**config.mk**
```make
export PLATFORM = sky130hd
export DESIGN_NAME = reset_sequencer
export DESIGN_NICKNAME = d
export VERILOG_FILES = /design/src/rtl/reset_sequencer.sv
export SDC_FILE = /design/constraint.sdc
export NUM_CORES = 1
export LEC_CHECK = 0
export ABC_AREA = 1
export CELL_PAD_IN_SITES_DETAIL_PLACEMENT = 0
export CELL_PAD_IN_SITES_GLOBAL_PLACEMENT = 2
export CORE_MARGIN = 2
export CORE_UTILIZATION = 37
export DETAILED_ROUTE_END_ITERATION = 10
export GPL_TIMING_DRIVEN = 0
export PLACE_DENSITY = 0.82
export SLEW_MARGIN = 0
export SYNTH_ARGS = -nofsm -noshare
export SYNTH_HDL_FRONTEND = slang
export SYNTH_SLANG_ARGS = --single-unit
```
**constraint.sdc**
```tcl
create_clock -name clk -period 4.1 [get_ports clk]
set_input_delay 0.615 -clock clk [delete_from_list [all_inputs] [get_ports clk]]
set_output_delay 0.615 -clock clk [all_outputs]
set_load 0.01 [all_outputs]
```
**src/rtl/reset_sequencer.sv**
```systemverilog
// Reset generator: async-assert/sync-release of clr, then staggered per-channel release.
// Optional software re-sequence request enabled by defining RST_SEQ_SW_REQ_EN.
module reset_sequencer #(
    parameter int SYNC_STAGES = 2,
    parameter int CHANNELS    = 4,
    parameter int HOLD_CYCLES = 16,
    parameter int STAGGER     = 8
) (
    input  logic                clk,
    input  logic                clr,
    input  logic                sw_rst_req,
    output logic [CHANNELS-1:0] sys_rst,
    output logic                rst_done
);
    localparam int MAX_CYC = (HOLD_CYCLES > STAGGER) ? HOLD_CYCLES : STAGGER;
    localparam int CNT_W   = $clog2(MAX_CYC) + 1;
    localparam int IDX_W   = $clog2(CHANNELS) + 1;

    typedef enum logic [1:0] {S_HOLD, S_RELEASE, S_DONE} state_t;

    logic [SYNC_STAGES-1:0] sync_reg;
    logic                   sync_rst;
    logic                   sw_req;
    state_t                 state_reg, state_next;
    logic [CNT_W-1:0]       cnt_reg, cnt_next;
    logic [IDX_W-1:0]       idx_reg, idx_next;
    logic [CHANNELS-1:0]    sys_rst_reg, sys_rst_next;
    logic                   rst_done_reg, rst_done_next;
    logic                   release_en;
    logic                   set_all;

`ifdef RST_SEQ_SW_REQ_EN
    assign sw_req = sw_rst_req;
`else
    logic unused_sw_rst_req;
    assign unused_sw_rst_req = sw_rst_req;
    assign sw_req            = 1'b0;
`endif

    always_ff @(posedge clk or posedge clr) begin
        if (clr) begin
            sync_reg <= '1;
        end else begin
            sync_reg <= {sync_reg[SYNC_STAGES-2:0], 1'b0};
        end
    end

    assign sync_rst = sync_reg[SYNC_STAGES-1];

    always_comb begin
        state_next    = state_reg;
        cnt_next      = cnt_reg;
        idx_next      = idx_reg;
        rst_done_next = rst_done_reg;
        release_en    = 1'b0;
        set_all       = 1'b0;
        case (state_reg)
            S_HOLD: begin
                if (sync_rst) begin
                    cnt_next = '0;
                end else if (cnt_reg == CNT_W'(HOLD_CYCLES - 1)) begin
                    release_en = 1'b1;
                    cnt_next   = '0;
                    if (CHANNELS == 1) begin
                        state_next    = S_DONE;
                        rst_done_next = 1'b1;
                    end else begin
                        state_next = S_RELEASE;
                        idx_next   = IDX_W'(1);
                    end
                end else begin
                    cnt_next = cnt_reg + CNT_W'(1);
                end
            end
            S_RELEASE: begin
                if (cnt_reg == CNT_W'(STAGGER - 1)) begin
                    release_en = 1'b1;
                    cnt_next   = '0;
                    idx_next   = idx_reg + IDX_W'(1);
                    if (idx_reg == IDX_W'(CHANNELS - 1)) begin
                        state_next    = S_DONE;
                        rst_done_next = 1'b1;
                    end
                end else begin
                    cnt_next = cnt_reg + CNT_W'(1);
                end
            end
            S_DONE: begin
                state_next = S_DONE;
            end
            default: begin
                state_next = S_HOLD;
            end
        endcase
        // A software request overrides any release scheduled for the same edge.
        if (sw_req) begin
            state_next    = S_HOLD;
            cnt_next      = '0;
            idx_next      = '0;
            rst_done_next = 1'b0;
            release_en    = 1'b0;
            set_all       = 1'b1;
        end
    end

    generate
        for (genvar gi = 0; gi < CHANNELS; gi++) begin : g_chan
            assign sys_rst_next[gi] = set_all |
                (sys_rst_reg[gi] & ~(release_en && (idx_reg == IDX_W'(gi))));
        end
    endgenerate

    always_ff @(posedge clk or posedge clr) begin
        if (clr) begin
            state_reg    <= S_HOLD;
            cnt_reg      <= '0;
            idx_reg      <= '0;
            sys_rst_reg  <= '1;
            rst_done_reg <= 1'b0;
        end else begin
            state_reg    <= state_next;
            cnt_reg      <= cnt_next;
            idx_reg      <= idx_next;
            sys_rst_reg  <= sys_rst_next;
            rst_done_reg <= rst_done_next;
        end
    end

    assign sys_rst  = sys_rst_reg;
    assign rst_done = rst_done_reg;

endmodule

```
==> key figures <==
Timing
  – Slew HR: 57.4%
  – Slew @ Worst Pin: 0.639 ns
  – Slew Limit Fails: 0
  – Final Cycle Share: 47.9%
  – Crit path time final: between 1.5 and 2 ns
  – Worst-case clock skew: 0.00568 ns
  – RSZ-0062 raised after global routing: false
  – Fin. Hold Viols: 0
  – Highest clock rate: a little over 500 MHz
  – Setup violators final: 0
  – Setup TNS: 0 ns

Critical path
  – Worst setup EP type: output pin
  – Critical Path Fanout Max: 2
  – Worst setup path class: reg -> out
  – Max stage delay on crit path: 0.54 ns
  – CP max stage cell: dfstp_2
  – CP cell instances: clkdlybuf4s50_1
  – Startpoint Class: register
  – Worst path required time: 3.48 ns
  – Family with the most delay on the worst path: flip-flops
  – CP arrival: ~1.4 ns
  – Number of buffers and inverters on the critical path: 1

Place
  – Routability-driven placement congestion ratio: around 0.80
  – DP Wirelength: 1.39 mm
  – Count of buffers from port buffering: 6

Layout
  – Area grow syn2layout: 12.5%
  – Register Area: 433 um^2
  – Fillers: 258
  – Multi-input gate area: 469 um^2
  – Largest register FFs: 5
  – Layout cells sized above 1: 14.4%
  – ANT cells: 0
  – Nets@finish: 139

Yosys
  – Cells after synthesis: 115
  – Register area share after synthesis: between 40% and 50%
  – Yosys warnings: 0
  – Synth Flop Type: dfrtp_1
  – Post-synth top cells: 26 x nand2_1, 17 x inv_1, 11 x dfrtp_1
  – Synth top area share: 27.8%
  – EDFF count, synth: 0
  – Largest cells by area after synthesis: dfrtp_1 28%, dfstp_2 16%, ha_1 13%
  – Post-synthesis async set-or-reset flop share: 100%
  – Syn avg cell area: 8.60 um^2
  – Cell taking the most area after synthesis: dfrtp_1
  – Synth Cell Area: just under 0.001 mm^2
  – Top-count cell post-synth: nand2_1
  – Adder-Cell Fraction of Synth Area: 12.7%
  – Post-synthesis compound-gate area fraction: 8.61%
  – Synthesized flop and latch total: 17
  – Synth cell types: 22
  – Synthesized net count: 128
  – Largest family of logic cells by synthesized area: simple AND/OR/NAND/NOR gates
  – Mux contribution to synthesized area: 0%
  – Xor/xnor share of the synthesized area: 0%
  – Simple-Gate Fraction of Synth Area: 25.8%

Power and ir drop
  – Peak supply drop: 268 uV
  – Power, Total: 668 uW
  – P per Cell Area: 601 mW/mm^2
  – Pleak: 0.000552 uW

Global route
  – Gr ovfl total: 0
  – Global Route Usage Sum: 12.3%
  – Pin count of the biggest net entering global routing: 18
  – First-pass GRT wire length: 2.99 mm
  – Vias in the first global route: 638
  – Initial antenna violation count: 0

Route
  – Avg WL per Cell: 11.6 um
  – Starting DRT DRC Count: 14
  – Via count: 734
  – Post-Route WL: 1.80 mm
  – DR WL met3: 74 um
  – Max layer used: met4
  – DRC violations left: 0
  – M1 WL: about 970 um
  – DRT Pass-1 Iters: 4
  – Vias/cell: 4.74
  – DR WL met2: 745 um
  – Antenna-violating nets left: 0

Clocking
  – CTS tree: yes
  – Hold_buf cts: 0
  – Htree depth: 1
  – Root Buffer Master: clkbuf_4
  – TritonCTS Buffers: 3
  – Cts repair resizes: 0
  – Clk_lat worst skew: between 0.2 and 0.3 ns
  – Count of clock tree sinks: 17
  – Clk buf depth: 2
  – # Post-CTS Setup Buffers: 0
  – Clock slew at reported path FFs: 0.09 ns

Run
  – Max-Cap Viols: 0

Floorplan
  – Die Wd: 55.7 um
  – Core area: 0.00250 mm^2
  – Die Ht: around 56 um
  – I/O pins: 8
  – FP Rows: 18
  – Die area: 0.00310 mm^2
  – Initial core utilization: 39.5%

Hold path
  – Worst min path class: reg -> reg

Run status
  – Status: finished, final reports clean
-- power breakdown --
group	switching (uW)	internal (uW)
registers	36.3	210
logic	214	122
clock network	48.7	37.8
total	299	369
-- cell type report --
cell class,count,share of cell area (%)
Timing Repair Buffer,6,5.40
Clock buffer,4,2.36
Sequential cell,17,38.9
Tap cell,30,3.37
Buffer,1,1.01
Multi-Input combinational cell,77,42.2
Inverter,20,6.75
-- worst paths after layout --
kind / endpoint / depth (start not counted) / from / slack (ns)
max: sys_rst[3] / 1 / sys_rst[3]$_DFF_PP1_ / 2.13
min: sync_reg[1]$_DFF_PP1_ / 0 / sync_reg[0]$_DFF_PP1_ / 0.36
max in group asynchronous: cnt_reg[4]$_DFFE_PP0P_ / 2 / clr / 2.98
min in group asynchronous: idx_reg[2]$_DFFE_PP0P_ / 2 / clr / 0.71
min reg2reg: sync_reg[1]$_DFF_PP1_ / 0 / sync_reg[0]$_DFF_PP1_ / 0.36
max reg2reg: state_reg[1]$_DFFE_PP0P_ / 9 / cnt_reg[0]$_DFFE_PP0P_ / 2.33
-- stage by stage --
stage	setup WS, ns	util (%)	cell area (um^2)	cells	hold slack [ns]
after global placement	2.36	43.4	1090	151	0.345
final	2.13	44.5	1110	155	0.361
after global routing	2.09	44.5	1110	155	0.364
after floorplan	2.62	-	988	115	0.345
after CTS	2.12	44.5	1110	155	0.362
after detailed placement	2.37	43.4	1090	151	0.347
-- cell usage in the layout (no fill, tap or decap), types with 2 or more instances in the layout --
master,n
nand4_1,5
dfrtp_1,11
nand2_1,26
a21boi_0,4
inv_1,17
clkbuf_4,3
nand3_1,8
clkdlybuf4s50_1,6
nor2_1,9
a21oi_1,4
nor2_4,2
inv_2,3
dfstp_2,6
ha_1,10
-- per-layer routing --
metal / vias up / track usage [%]
li1: 387 / -
met2: 13 / 17.2
met4: 0 / 2.09
met3: 2 / 5.12
met5: - / 0
met1: 332 / 18.0
-- cells by family after synthesis --
| family | after synthesis |
|---|---|
| adders and majority gates | 10 |
| and+or+nand+nor | 54 |
| other | 1 |
| AOI/OAI and AO/OA | 12 |
| buffers and inverters | 21 |
| DFF | 17 |
No activity file was read; power rests on OpenSTA's default activity.
